--- config.mk ---
export PLATFORM = sky130hd
export DESIGN_NAME = perceptron_layer_sequencer
export DESIGN_NICKNAME = d
export VERILOG_FILES = /design/src/rtl/perceptron_layer_sequencer.sv
export SDC_FILE = /design/constraint.sdc
export NUM_CORES = 1
export LEC_CHECK = 0
export ABC_AREA = 1
export CORE_AREA = 5 5 234 236
export CTS_CLUSTER_SIZE = 12
export DETAILED_ROUTE_END_ITERATION = 7
export DIE_AREA = 0 0 239 241
export GPL_TIMING_DRIVEN = 0
export REMOVE_ABC_BUFFERS = 1
export SYNTH_ARGS = -nofsm -noshare
export SYNTH_HDL_FRONTEND = slang
export SYNTH_SLANG_ARGS = --single-unit
export TNS_END_PERCENT = 30
--- constraint.sdc ---
create_clock -name clk -period 4.3 [get_ports clk]
set_input_delay 0.86 -clock clk [delete_from_list [all_inputs] [get_ports clk]]
set_output_delay 0.86 -clock clk [all_outputs]
set_load 0.005 [all_outputs]
--- src/rtl/perceptron_layer_sequencer.sv ---
// Layer sequencer: time-multiplexes one perceptron over M neurons, fetching each
// neuron's weights from a synchronous memory and collecting results into y_out.
module perceptron_layer_sequencer #(
  parameter  int N       = 8,
  parameter  int M       = 4,
  parameter  int TIMEOUT = 64,
  localparam int AW      = (M > 1) ? $clog2(M) : 1,
  localparam int CW      = $clog2(TIMEOUT)
) (
  input  logic            clk,
  input  logic            rst_n,
  input  logic            start,
  input  logic [16*N-1:0] x_in,
  output logic [AW-1:0]   w_addr,
  input  logic [16*N-1:0] w_data,
  output logic [16*N-1:0] perc_x,
  output logic [16*N-1:0] perc_w,
  output logic            perc_enable,
  input  logic [15:0]     perc_y,
  input  logic            perc_fire,
  output logic [16*M-1:0] y_out,
  output logic            busy,
  output logic            done,
  output logic            error
);

  // state | meaning: IDLE wait start, FETCH drive addr, LOAD grab w, ISSUE pulse enable, WAIT await fire, DONE pulse done
  typedef enum logic [2:0] {
    S_IDLE, S_FETCH, S_LOAD, S_ISSUE, S_WAIT, S_DONE
  } state_t;

  localparam logic [AW-1:0] LAST_IDX = AW'(M - 1);
  // cnt_q counts from 0 in the first WAIT cycle, so the abort lands in IDLE
  // exactly TIMEOUT cycles after ISSUE.
  localparam logic [CW-1:0] TO_CMP   = CW'(TIMEOUT - 2);

  state_t          state_q, state_d;
  logic [AW-1:0]   idx_q, idx_d;
  logic [CW-1:0]   cnt_q, cnt_d;
  logic [16*N-1:0] x_q, x_d;
  logic [16*N-1:0] w_q, w_d;
  logic [16*M-1:0] y_q, y_d;
  logic            err_q, err_d;

  always_ff @(posedge clk or negedge rst_n) begin
    if (!rst_n) begin
      state_q <= S_IDLE;
      idx_q   <= '0;
      cnt_q   <= '0;
      x_q     <= '0;
      w_q     <= '0;
      y_q     <= '0;
      err_q   <= 1'b0;
    end else begin
      state_q <= state_d;
      idx_q   <= idx_d;
      cnt_q   <= cnt_d;
      x_q     <= x_d;
      w_q     <= w_d;
      y_q     <= y_d;
      err_q   <= err_d;
    end
  end

  always_comb begin
    state_d = state_q;
    idx_d   = idx_q;
    cnt_d   = cnt_q;
    x_d     = x_q;
    w_d     = w_q;
    y_d     = y_q;
    err_d   = err_q;
    unique case (state_q)
      S_IDLE: begin
        if (start) begin
          x_d     = x_in;
          idx_d   = '0;
          err_d   = 1'b0;
          state_d = S_FETCH;
        end
      end
      S_FETCH: state_d = S_LOAD;
      S_LOAD: begin
        w_d     = w_data;
        state_d = S_ISSUE;
      end
      S_ISSUE: begin
        cnt_d   = '0;
        state_d = S_WAIT;
      end
      S_WAIT: begin
        cnt_d = cnt_q + 1'b1;
        if (perc_fire) begin
          for (int k = 0; k < M; k++) begin
            if (idx_q == AW'(k)) y_d[16*k +: 16] = perc_y;
          end
          if (idx_q == LAST_IDX) begin
            state_d = S_DONE;
          end else begin
            idx_d   = idx_q + 1'b1;
            state_d = S_FETCH;
          end
        end else if (cnt_q == TO_CMP) begin
          err_d   = 1'b1;
          idx_d   = '0;
          state_d = S_IDLE;
        end
      end
      S_DONE: begin
        idx_d   = '0;
        state_d = S_IDLE;
      end
      default: state_d = S_IDLE;
    endcase
  end

  assign w_addr      = idx_q;
  assign perc_x      = x_q;
  assign perc_w      = w_q;
  assign perc_enable = (state_q == S_ISSUE);
  assign busy        = (state_q != S_IDLE);
  assign done        = (state_q == S_DONE);
  assign error       = err_q;
  assign y_out       = y_q;

endmodule

==> metrics.yaml, run 1 <==
run_status:
  status: "complete, no violations"
sta:
  hold_viol: 0
  drv_slew: 0
  relSlewSlack_pct: 53.18
  worst_slew_pin_slew_ps: 701.5
  fin_crit_ps: 2806
  fin_setup_tns_ps: 0
  hold_ws_ps: 197.4
  fmax_ghz: 0.3564
  skew_ps: 15.59
  finalSetupViolations: 0
  fin_crit_sh_pct: 65.26
  grt_setup_unrepaired: "no"
placement:
  io_buffers: 601
  placed_cells_incl_taps: 2427
  hpwl_um: 33520
  gp_congestion: 0.7876
clock_network:
  clock_latency_ps: 550
  cts_tree: "yes"
  root_buffer: "clkbuf_16"
  cts.clk_slew.worst_paths_ps: 60
  numCtsBuffers: 39
  cts.sinks: 332
  cts_htree_levels: 2
  post_cts_resized: 0
  ctsHoldBuffers: 0
  cts_buffer_depth: 3
  post_cts_buffers: 0
finish:
  syn_to_final_growth_pct: 61.46
  nets: 2062
  finalNonFillerCells: 2501
  final_core_util_pct: 39.99
  mostFrequentLayoutCell: "clkdlybuf4s50_1"
  layout_common_cells: "600 x clkdlybuf4s50_1, 548 x nand2_1, 332 x dfrtp_1"
  drive_gt1_share_pct: 11.33
power_and_ir_drop:
  comb_power_share_pct: 41.5
  seqPwrFrac_pct: 35.7
  intPower_mw: 10.04
  pwr-share-clk_pct: 22.7
  p_leak_nw: 9.587
  swShare_pct: 30.48
  finalPower_mw: 14.44
  max-vdd-ir-drop_v: 0.0004000
  pwr_density_cell_nw_per_um2: 691.2
  switchingPower_mw: 4.400
drt:
  drtIter0Drc: 452
  via_count: 10480
  drc_errors: 0
  wl_per_cell_um: 18.09
  dr.pass1.iters: 6
  viasPerCell: 4.190
  detail-route-antenna-nets: 0
  wirelength_um: 45250
global_routing:
  overflow: 0
  grt_max_degree: 128
  grt_pass1_vias: 10790
  antenna_found_initial: 8
  grt.total_usage_pct: 14.80
  grt_pass1_wl_um: 66670
worst_setup_path:
  cp_max_fo: 5
  cp.required_ps: 3440
  critPathBufInv: 1
  critPathSlowestCell: "clkdlybuf4s50_1"
  crit_chain: "nand2_1 -> nor2_1 -> clkdlybuf4s50_1"
  criticalPathCategory: "flop to output port"
  crit_path_max_incr_delay_ps: 610
  cp.arrival_ps: 1950
  cp_top_family: "buffers and inverters"
  cp-end-kind: "output port"
  critPathLaunchType: "flop"
floorplan:
  die_y_um: 241
  ioPinCount: 602
  start_util_pct: 24.77
  design.die.area_um2: 57600
  core_um2: 52240
  row_count: 84
  die_w_um: 239
logic_synthesis:
  yosys_warnings: 0
  syn_inst: 1186
  syn_area_per_cell_um2: 10.91
  synth_top_cell_area_share_pct: 64.22
  seq_area_frac_synth_pct: 64.22
  synthTopCellsByArea: "dfrtp_1 64%, nand2_1 16%, mux2_2 11%, o21ai_0 2.2%, buf_6 1.9%"
  synth_cell_types: 26
  netlist_area_um2: 12940
  synth-seq-cells: 332
  synth_area_leader_cell: "dfrtp_1"
job:
  drv_cap: 0
min_path:
  holdCritPathClass: "input pin to async pin"
layer usage:
layer,GRT usage [%],vias to the layer above,wire (um)
met4,4.531,6,933
li1,-,4949,-
met5,0,-,41
met3,6.114,58,4589
met2,25.28,423,22660
met1,17.11,5044,17030
cells in the mapped netlist:
cell / count
clkbuf_1: 6
nor3_1: 1
nand3_2: 2
nand2_1: 548
clkbuf_2: 2
o21ai_0: 57
nor2_8: 2
inv_2: 3
nand2_4: 1
nand2_2: 2
nor2_1: 10
mux2_1: 6
dfrtp_1: 332
inv_1: 22
buf_4: 10
nand2_8: 1
o22ai_1: 2
nor2_4: 2
ha_1: 6
buf_2: 15
a21oi_1: 2
mux2_2: 122
o21a_1: 1
buf_6: 22
inv_4: 1
nand3_1: 8
power by group through the flow:
stage / Combinational [mW] / Clock [mW] / Sequential, mW
2_1_floorplan: 2.21 / 0 / 5.27
3_3_place_gp: 6.18 / 0 / 5.17
3_5_place_dp: 6.12 / 0 / 5.20
4_1_cts: 6.14 / 3.42 / 5.17
5_1_grt: 6.51 / 3.55 / 5.33
6_report: 5.99 / 3.28 / 5.16
worst reg2reg max path: stages (launching register included):
cell,delay [ps]
dfrtp_1,450
ha_1,190
nand2_1,50
inv_1,70
nand3_2,390
inv_1,660
nand2_1,120
nand2_1,90
final timing paths:
check	end	slack (ps)	depth (start not counted)	from
max	perc_enable	1490	3	state_q[1]
min	perc_w[118]	200	1	rst_n
max reg2reg	y_out[62]	2200	7	w_addr[0]
min reg2reg	perc_x[102]	480	2	perc_x[102]
max in group asynchronous	perc_x[43]	2880	3	rst_n
min in group clk	perc_x[102]	480	2	perc_x[102]
cell type report:
| cell class | count | area [um2] |
|---|---|---|
| multi-input cells | 773 | 4119 |
| repair buffers | 608 | 6213 |
| diodes | 3 | 7.507 |
| well taps | 688 | 860.8 |
| inverters | 26 | 105.1 |
| fillers | 5102 | 31350 |
| flip-flops and latches | 332 | 8308 |
| clock buffers | 58 | 1137 |
| clock inverters | 13 | 135.1 |
through the flow:
stage	worst slack, ps	cell area (um2)
3_3_place_gp	-12750	19380
2_1_floorplan	875.6	12510
5_1_grt	1377	20890
4_1_cts	1434	20880
6_report	1494	20890
3_5_place_dp	1218	19610
registers in the layout, summed over array words and instances (netlist names):
register and flops:
cnt_q 6, y_out 64, perc_w 128, state_q 3, perc_x 128, w_addr 2, error 1
cell families after synthesis:
kind of cell,Yosys count,share of synthesized area [%]
mux,128,11.14
buf+inv,81,4.101
compound gates,62,2.437
fa+ha+maj,6,0.5803
simple gates,577,17.52
flops,332,64.22
Note: power is estimated with default switching activity, not from simulation.
==> inputs of run 2 (changes only) <==
Settings changed: CORE_AREA 5 5 234 236 to 5 5 230 232, DIE_AREA 0 0 239 241 to 0 0 235 237.
Clock period 4.3 ns to 2.3 ns, I/O delays scaled along.
==> metrics.yaml, run 2 (synthesis gave the netlist of run 1 again) <==
run_status:
  status: "complete, no violations"  # unchanged
drt:
  dr.pass1.iters: 5  # was 6
  drc_errors: 0  # unchanged
  via_count: 10480  # about the same
  drtIter0Drc: 371  # was 452
  detail-route-antenna-nets: 0  # unchanged
  viasPerCell: 4.210  # was 4.190
  wl_per_cell_um: 17.92  # was 18.09 um
  wirelength_um: 44620  # was 45250 um
floorplan:
  start_util_pct: 25.47  # was 24.77%
  design.die.area_um2: 55700  # was 57600 um2
  core_um2: 50780  # was 52240 um2
  ioPinCount: 602  # unchanged
  die_y_um: 237  # was 241 um
  row_count: 83  # was 84
  die_w_um: 235  # was 239 um
clock_network:
  numCtsBuffers: 40  # was 39
  cts_htree_levels: 2  # unchanged
  cts.clk_slew.worst_paths_ps: 60  # about the same
  clock_latency_ps: 540  # was 550 ps
  cts_tree: "yes"  # unchanged
  cts_buffer_depth: 3  # unchanged
  cts.sinks: 332  # unchanged
  post_cts_buffers: 0  # unchanged
  root_buffer: "clkbuf_16"  # unchanged
power_and_ir_drop:
  pwr-share-clk_pct: 22.7  # about the same
  p_leak_nw: 9.577  # was 9.587 nW
  switchingPower_mw: 8.203  # was 4.400 mW
  finalPower_mw: 26.98  # was 14.44 mW
  comb_power_share_pct: 41.4  # was 41.5%
  max-vdd-ir-drop_v: 0.0006170  # was 0.0004000 V
  pwr_density_cell_nw_per_um2: 1293  # was 691.2 nW/um2
  swShare_pct: 30.40  # was 30.48%
  intPower_mw: 18.78  # was 10.04 mW
  seqPwrFrac_pct: 35.9  # was 35.7%
worst_setup_path:
  crit_chain: "nor2_4 -> nand2_2 -> dlygate4sd2_1"  # was nand2_1 -> nor2_1 -> clkdlybuf4s50_1
  crit_path_max_incr_delay_ps: 460  # was 610 ps
  r2r_cells: 8  # was 7
  criticalPathCategory: "flop to output port"  # unchanged
  cp.required_ps: 1840  # was 3440 ps
  critPathSlowestCell: "dfrtp_2"  # was clkdlybuf4s50_1
  cp.arrival_ps: 1640  # was 1950 ps
  cp_max_fo: 5  # unchanged
  critPathLaunchType: "flop"  # unchanged
  cp-end-kind: "output port"  # unchanged
global_routing:
  grt_pass1_wl_um: 67370  # was 66670 um
  grt.total_usage_pct: 15.37  # was 14.80%
  antenna_found_initial: 7  # was 8
  grt_max_degree: 127  # was 128
  grt_pass1_vias: 11040  # was 10790
  overflow: 0  # unchanged
placement:
  hpwl_um: 32750  # was 33520 um
  gp_congestion: 0.8242  # was 0.7876
  io_buffers: 601  # unchanged
sta:
  fin_crit_ps: 2100
  fin_crit_sh_pct: 91.32
  relSlewSlack_pct: 43.03  # was 53.18%
  skew_ps: 20.11  # was 15.59 ps
  grt_setup_unrepaired: "no"  # unchanged
  drv_slew: 0  # unchanged
  fmax_ghz: 0.4761
  hold_viol: 0  # unchanged
  finalSetupViolations: 0  # unchanged
  worst_slew_pin_slew_ps: 854.5  # was 701.5 ps
job:
  drv_cap: 0  # unchanged
finish:
  final_core_util_pct: 41.08  # was 39.99%
  syn_to_final_growth_pct: 61.28  # was 61.46%
  layout_common_cells: "597 x clkdlybuf4s50_1, 548 x nand2_1, 330 x dfrtp_1"  # was 600 x clkdlybuf4s50_1, 548 x nand2_1, 332 x dfrtp_1
  mostFrequentLayoutCell: "clkdlybuf4s50_1"  # unchanged
  nets: 2062  # unchanged
  n_fill_cell: 4898  # was 5102
  drive_gt1_share_pct: 11.57  # was 11.33%
min_path:
  holdCritPathClass: "input pin to async pin"  # unchanged
[run 2: changes by cell type in the layout (fill, tap and decap cells not counted), sizes merged]
cell | previous run | this run
clkinv | 5 | 8
dlygate4sd2 | 0 | 3
inv | 30 | 25
clkdlybuf4s50 | 600 | 597
clkinvlp | 2 | 3
buf | 8 | 7
bufinv | 2 | 1
[run 2: worst paths after layout]
check                                   to  slack (ps)       start
worst max register to register  perc_x[46]         220  state_q[1]
worst max-delay path                  busy         200  state_q[1]
min in group clk                 perc_x[7]         460     x_in[7]
worst min-delay path            perc_w[11]           7       rst_n
worst min register to register  perc_x[95]         470  perc_x[95]
max in group asynchronous        perc_x[5]        1160       rst_n
[run 2: per-layer routing]
metal  GRT usage [%]  vias up  routed length [um]
met1           17.75     5015               17480
li1                -     4958                   -
met3           6.534       68                4091
met2           26.36      437               22000
met4           4.123        4                1029
met5               0        -                  25
[run 2: final cells by class]
type	count	area (um2)	area share [%]
clock buffer	58	1190	5.703
clock inverter	11	92.59	0.4438
timing repair buffer	607	6182	29.63
inverter	26	108.9	0.5217
antenna	3	7.507	0.03598
multi-input combinational	773	4121	19.75
sequential	332	8310	39.83
tap	680	850.8	4.078
[run 2: worst max-delay path: cells and delay by family (launching register included)]
family / cells / cell delay, ps
DFF: 1 / 460
buffers and inverters: 1 / 330
and+or+nand+nor: 2 / 310
[run 2: metrics by stage]
stage          worst slack, ps  hold slack [ps]  TNS (ps)  area [um2]  std cells
2_1_floorplan            -1043            164.4   -252380       12510       1131
3_3_place_gp            -14410            461.4  -5498290       19370       2412
3_5_place_dp            -429.4            463.6     -6458       19570       2418
4_1_cts                  81.94            11.29         0       20850       2487
5_1_grt                  60.99            55.55         0       20860       2487
6_report                 199.6            6.579         0       20860       2490
[run 2: repair_timing]
action	in CTS	in global routing
hold buffers	0	0
gates resized for setup	6	1
setup endpoints to repair	3	16
cloned	0	0
[run 2: power groups by stage]
stage	logic (mW)	registers [mW]	clock network, mW
after detailed placement	11.4	9.75	0
after CTS	11.5	9.70	6.38
after floorplan	4.09	9.84	0
final	11.2	9.68	6.13
after global placement	10.9	9.62	0
after global routing	12.1	9.99	6.62
==> inputs of run 3 (changes only) <==
Settings changed: CAP_MARGIN from default to 5, CTS_CLUSTER_SIZE 12 to 20, HOLD_SLACK_MARGIN from default to 0.05.
==> metrics.yaml, run 3 (synthesis gave the netlist of run 1 again) <==
finish:
  layout_common_cells: "597 x clkdlybuf4s50_1, 548 x nand2_1, 330 x dfrtp_1"  # unchanged
  regArea_um2: 8310  # unchanged
  multi_input_area_um2: 4121  # unchanged
  nets: 2063  # was 2062
  drive_gt1_share_pct: 11.56  # was 11.57%
  mostFrequentLayoutCell: "clkdlybuf4s50_1"  # unchanged
  n_fill_cell: 4896  # was 4898
  syn_to_final_growth_pct: 61.34  # was 61.28%
  fin_area_um2: 20870  # was 20860 um2
global_routing:
  use_met2_pct: 26.36  # unchanged
  grt.busiest_layer: "met2"  # unchanged
  grt.total_usage_pct: 15.38  # was 15.37%
  grt_max_degree: 127  # unchanged
  overflow: 0  # unchanged
  antenna_found_initial: 7  # unchanged
  grt_pass1_vias: 11050  # was 11040
  use_met3_pct: 6.522  # was 6.534%
  groute.layer.met1.usage_pct: 17.77  # was 17.75%
  grt_pass1_wl_um: 67390  # was 67370 um
clock_network:
  clock_latency_ps: 540  # about the same
  cts_htree_levels: 2  # unchanged
  numCtsBuffers: 40  # unchanged
  cts.sinks: 332  # unchanged
  cts_buffer_depth: 3  # unchanged
  cts.clk_slew.worst_paths_ps: 60  # about the same
  root_buffer: "clkbuf_16"  # unchanged
  cts_tree: "yes"  # unchanged
floorplan:
  die_y_um: 237  # unchanged
  die_w_um: 235  # unchanged
  row_count: 83  # unchanged
  ioPinCount: 602  # unchanged
  design.die.area_um2: 55700  # unchanged
  core_um2: 50780  # unchanged
  start_util_pct: 25.47  # unchanged
drt:
  viasPerCell: 4.208  # was 4.210
  drc_errors: 0  # unchanged
  wirelength_um: 44620  # about the same
  via_count: 10480  # about the same
  drtIter0Drc: 353  # was 371
  dr.pass1.iters: 4  # was 5
  wl_per_cell_um: 17.92  # about the same
  detail-route-antenna-nets: 0  # unchanged
worst_setup_path:
  cp.arrival_ps: 2570  # was 1640 ps
  cp-end-kind: "flop"  # was output port
  cp_max_fo: 108  # was 5
  critPathLaunchType: "flop"  # unchanged
  cp.required_ps: 2760  # was 1840 ps
  criticalPathCategory: "flop to flop"  # was flop to output port
run_status:
  status: "complete, no violations"  # unchanged
sta:
  hold_viol: 0  # unchanged
  grt_setup_unrepaired: "no"  # unchanged
  fin_setup_tns_ps: 0  # unchanged
  fin_crit_sh_pct: 91.88  # was 91.32%
  finalSetupViolations: 0  # unchanged
  worst_slew_pin_slew_ps: 850.0  # was 854.5 ps
  fmax_ghz: 0.4732  # was 0.4761 GHz
  drv_slew: 0  # unchanged
  fin_crit_ps: 2113  # was 2100 ps
  skew_ps: 19.45  # was 20.11 ps
  relSlewSlack_pct: 43.33  # was 43.03%
placement:
  gp_congestion: 0.8242  # unchanged
  placed_cell_area_um2: 19570  # unchanged
  io_buffers: 601  # unchanged
  hpwl_um: 32750  # unchanged
power_and_ir_drop:
  p_leak_nw: 9.582  # was 9.577 nW
  max-vdd-ir-drop_v: 0.0006168  # was 0.0006170 V
  pwr_density_cell_nw_per_um2: 1293  # about the same
job:
  drv_cap: 0  # unchanged
min_path:
  holdCritPathClass: "input pin to flop"  # was input pin to async pin
==> run 3: changes by cell type in the layout (fill, tap and decap cells not counted), sizes merged <==
cell	change
dlygate4sd3	+1
diode	-1
==> run 3: routing by layer <==
| metal | part of all wire [%] | routed length, um |
|---|---|---|
| met3 | 9.4 | 4176 |
| met4 | 2.3 | 1041 |
| met5 | 0.056 | 25 |
| met2 | 49 | 22000 |
| met1 | 39 | 17370 |
==> run 3: layout make-up <==
class | count | area share [%]
clock buffer | 58 | 5.701
timing repair buffer | 608 | 29.67
antenna | 2 | 0.02398
inverter | 26 | 0.5215
multi-input combinational | 773 | 19.75
tap | 680 | 4.076
sequential | 332 | 39.82
clock inverter | 11 | 0.4436
==> run 3: path summary, 6_finish.rpt <==
check                                   to  slack, ps  depth (start not counted)        from
worst max-delay path            perc_x[46]        190                          8  state_q[1]
worst min-delay path             perc_x[7]        460                          3     x_in[7]
worst max register to register  perc_x[46]        190                          8  state_q[1]
worst min register to register  perc_x[95]        470                          2  perc_x[95]
max in group asynchronous        perc_x[5]        580                          3       rst_n
min in group asynchronous       perc_w[11]        610                          2       rst_n
==> run 3: power breakdown <==
part	internal (mW)	switching, mW	leakage, nW
registers	8.36	1.32	4.12
logic	6.73	4.46	4.83
clock network	3.69	2.44	0.632
total	18.8	8.21	9.58
==> run 3: per-stage QoR <==
| step | util [%] | power [mW] | instances | hold slack (ps) | setup WS [ps] |
|---|---|---|---|---|---|
| 2_1_floorplan | - | 13.94 | 1131 | 164.4 | -1043 |
| 3_3_place_gp | 38.15 | 20.55 | 2412 | 461.4 | -14410 |
| 3_5_place_dp | 38.53 | 21.19 | 2418 | 463.6 | -429.4 |
| 4_1_cts | 41.08 | 27.56 | 2488 | 416.6 | 81.94 |
| 5_1_grt | 41.09 | 28.73 | 2488 | 437.7 | 60.99 |
| 6_report | 41.10 | 26.99 | 2490 | 462.3 | 186.7 |
==> run 3: critical path: stages (launching register included) <==
cell and delay (ps):
dfrtp_2 460, nor2_4 210, nand2_2 100, inv_2 120
nand2_8 90, inv_6 210, buf_16 290, nand2_1 210
nand2_1 120
==> run 3: timing repair <==
item	in CTS	in global routing
hold buffers	1	0
setup buffers	0	0
hold endpoints to repair	110	0
setup endpoints to repair	3	16
gates resized for setup	6	1
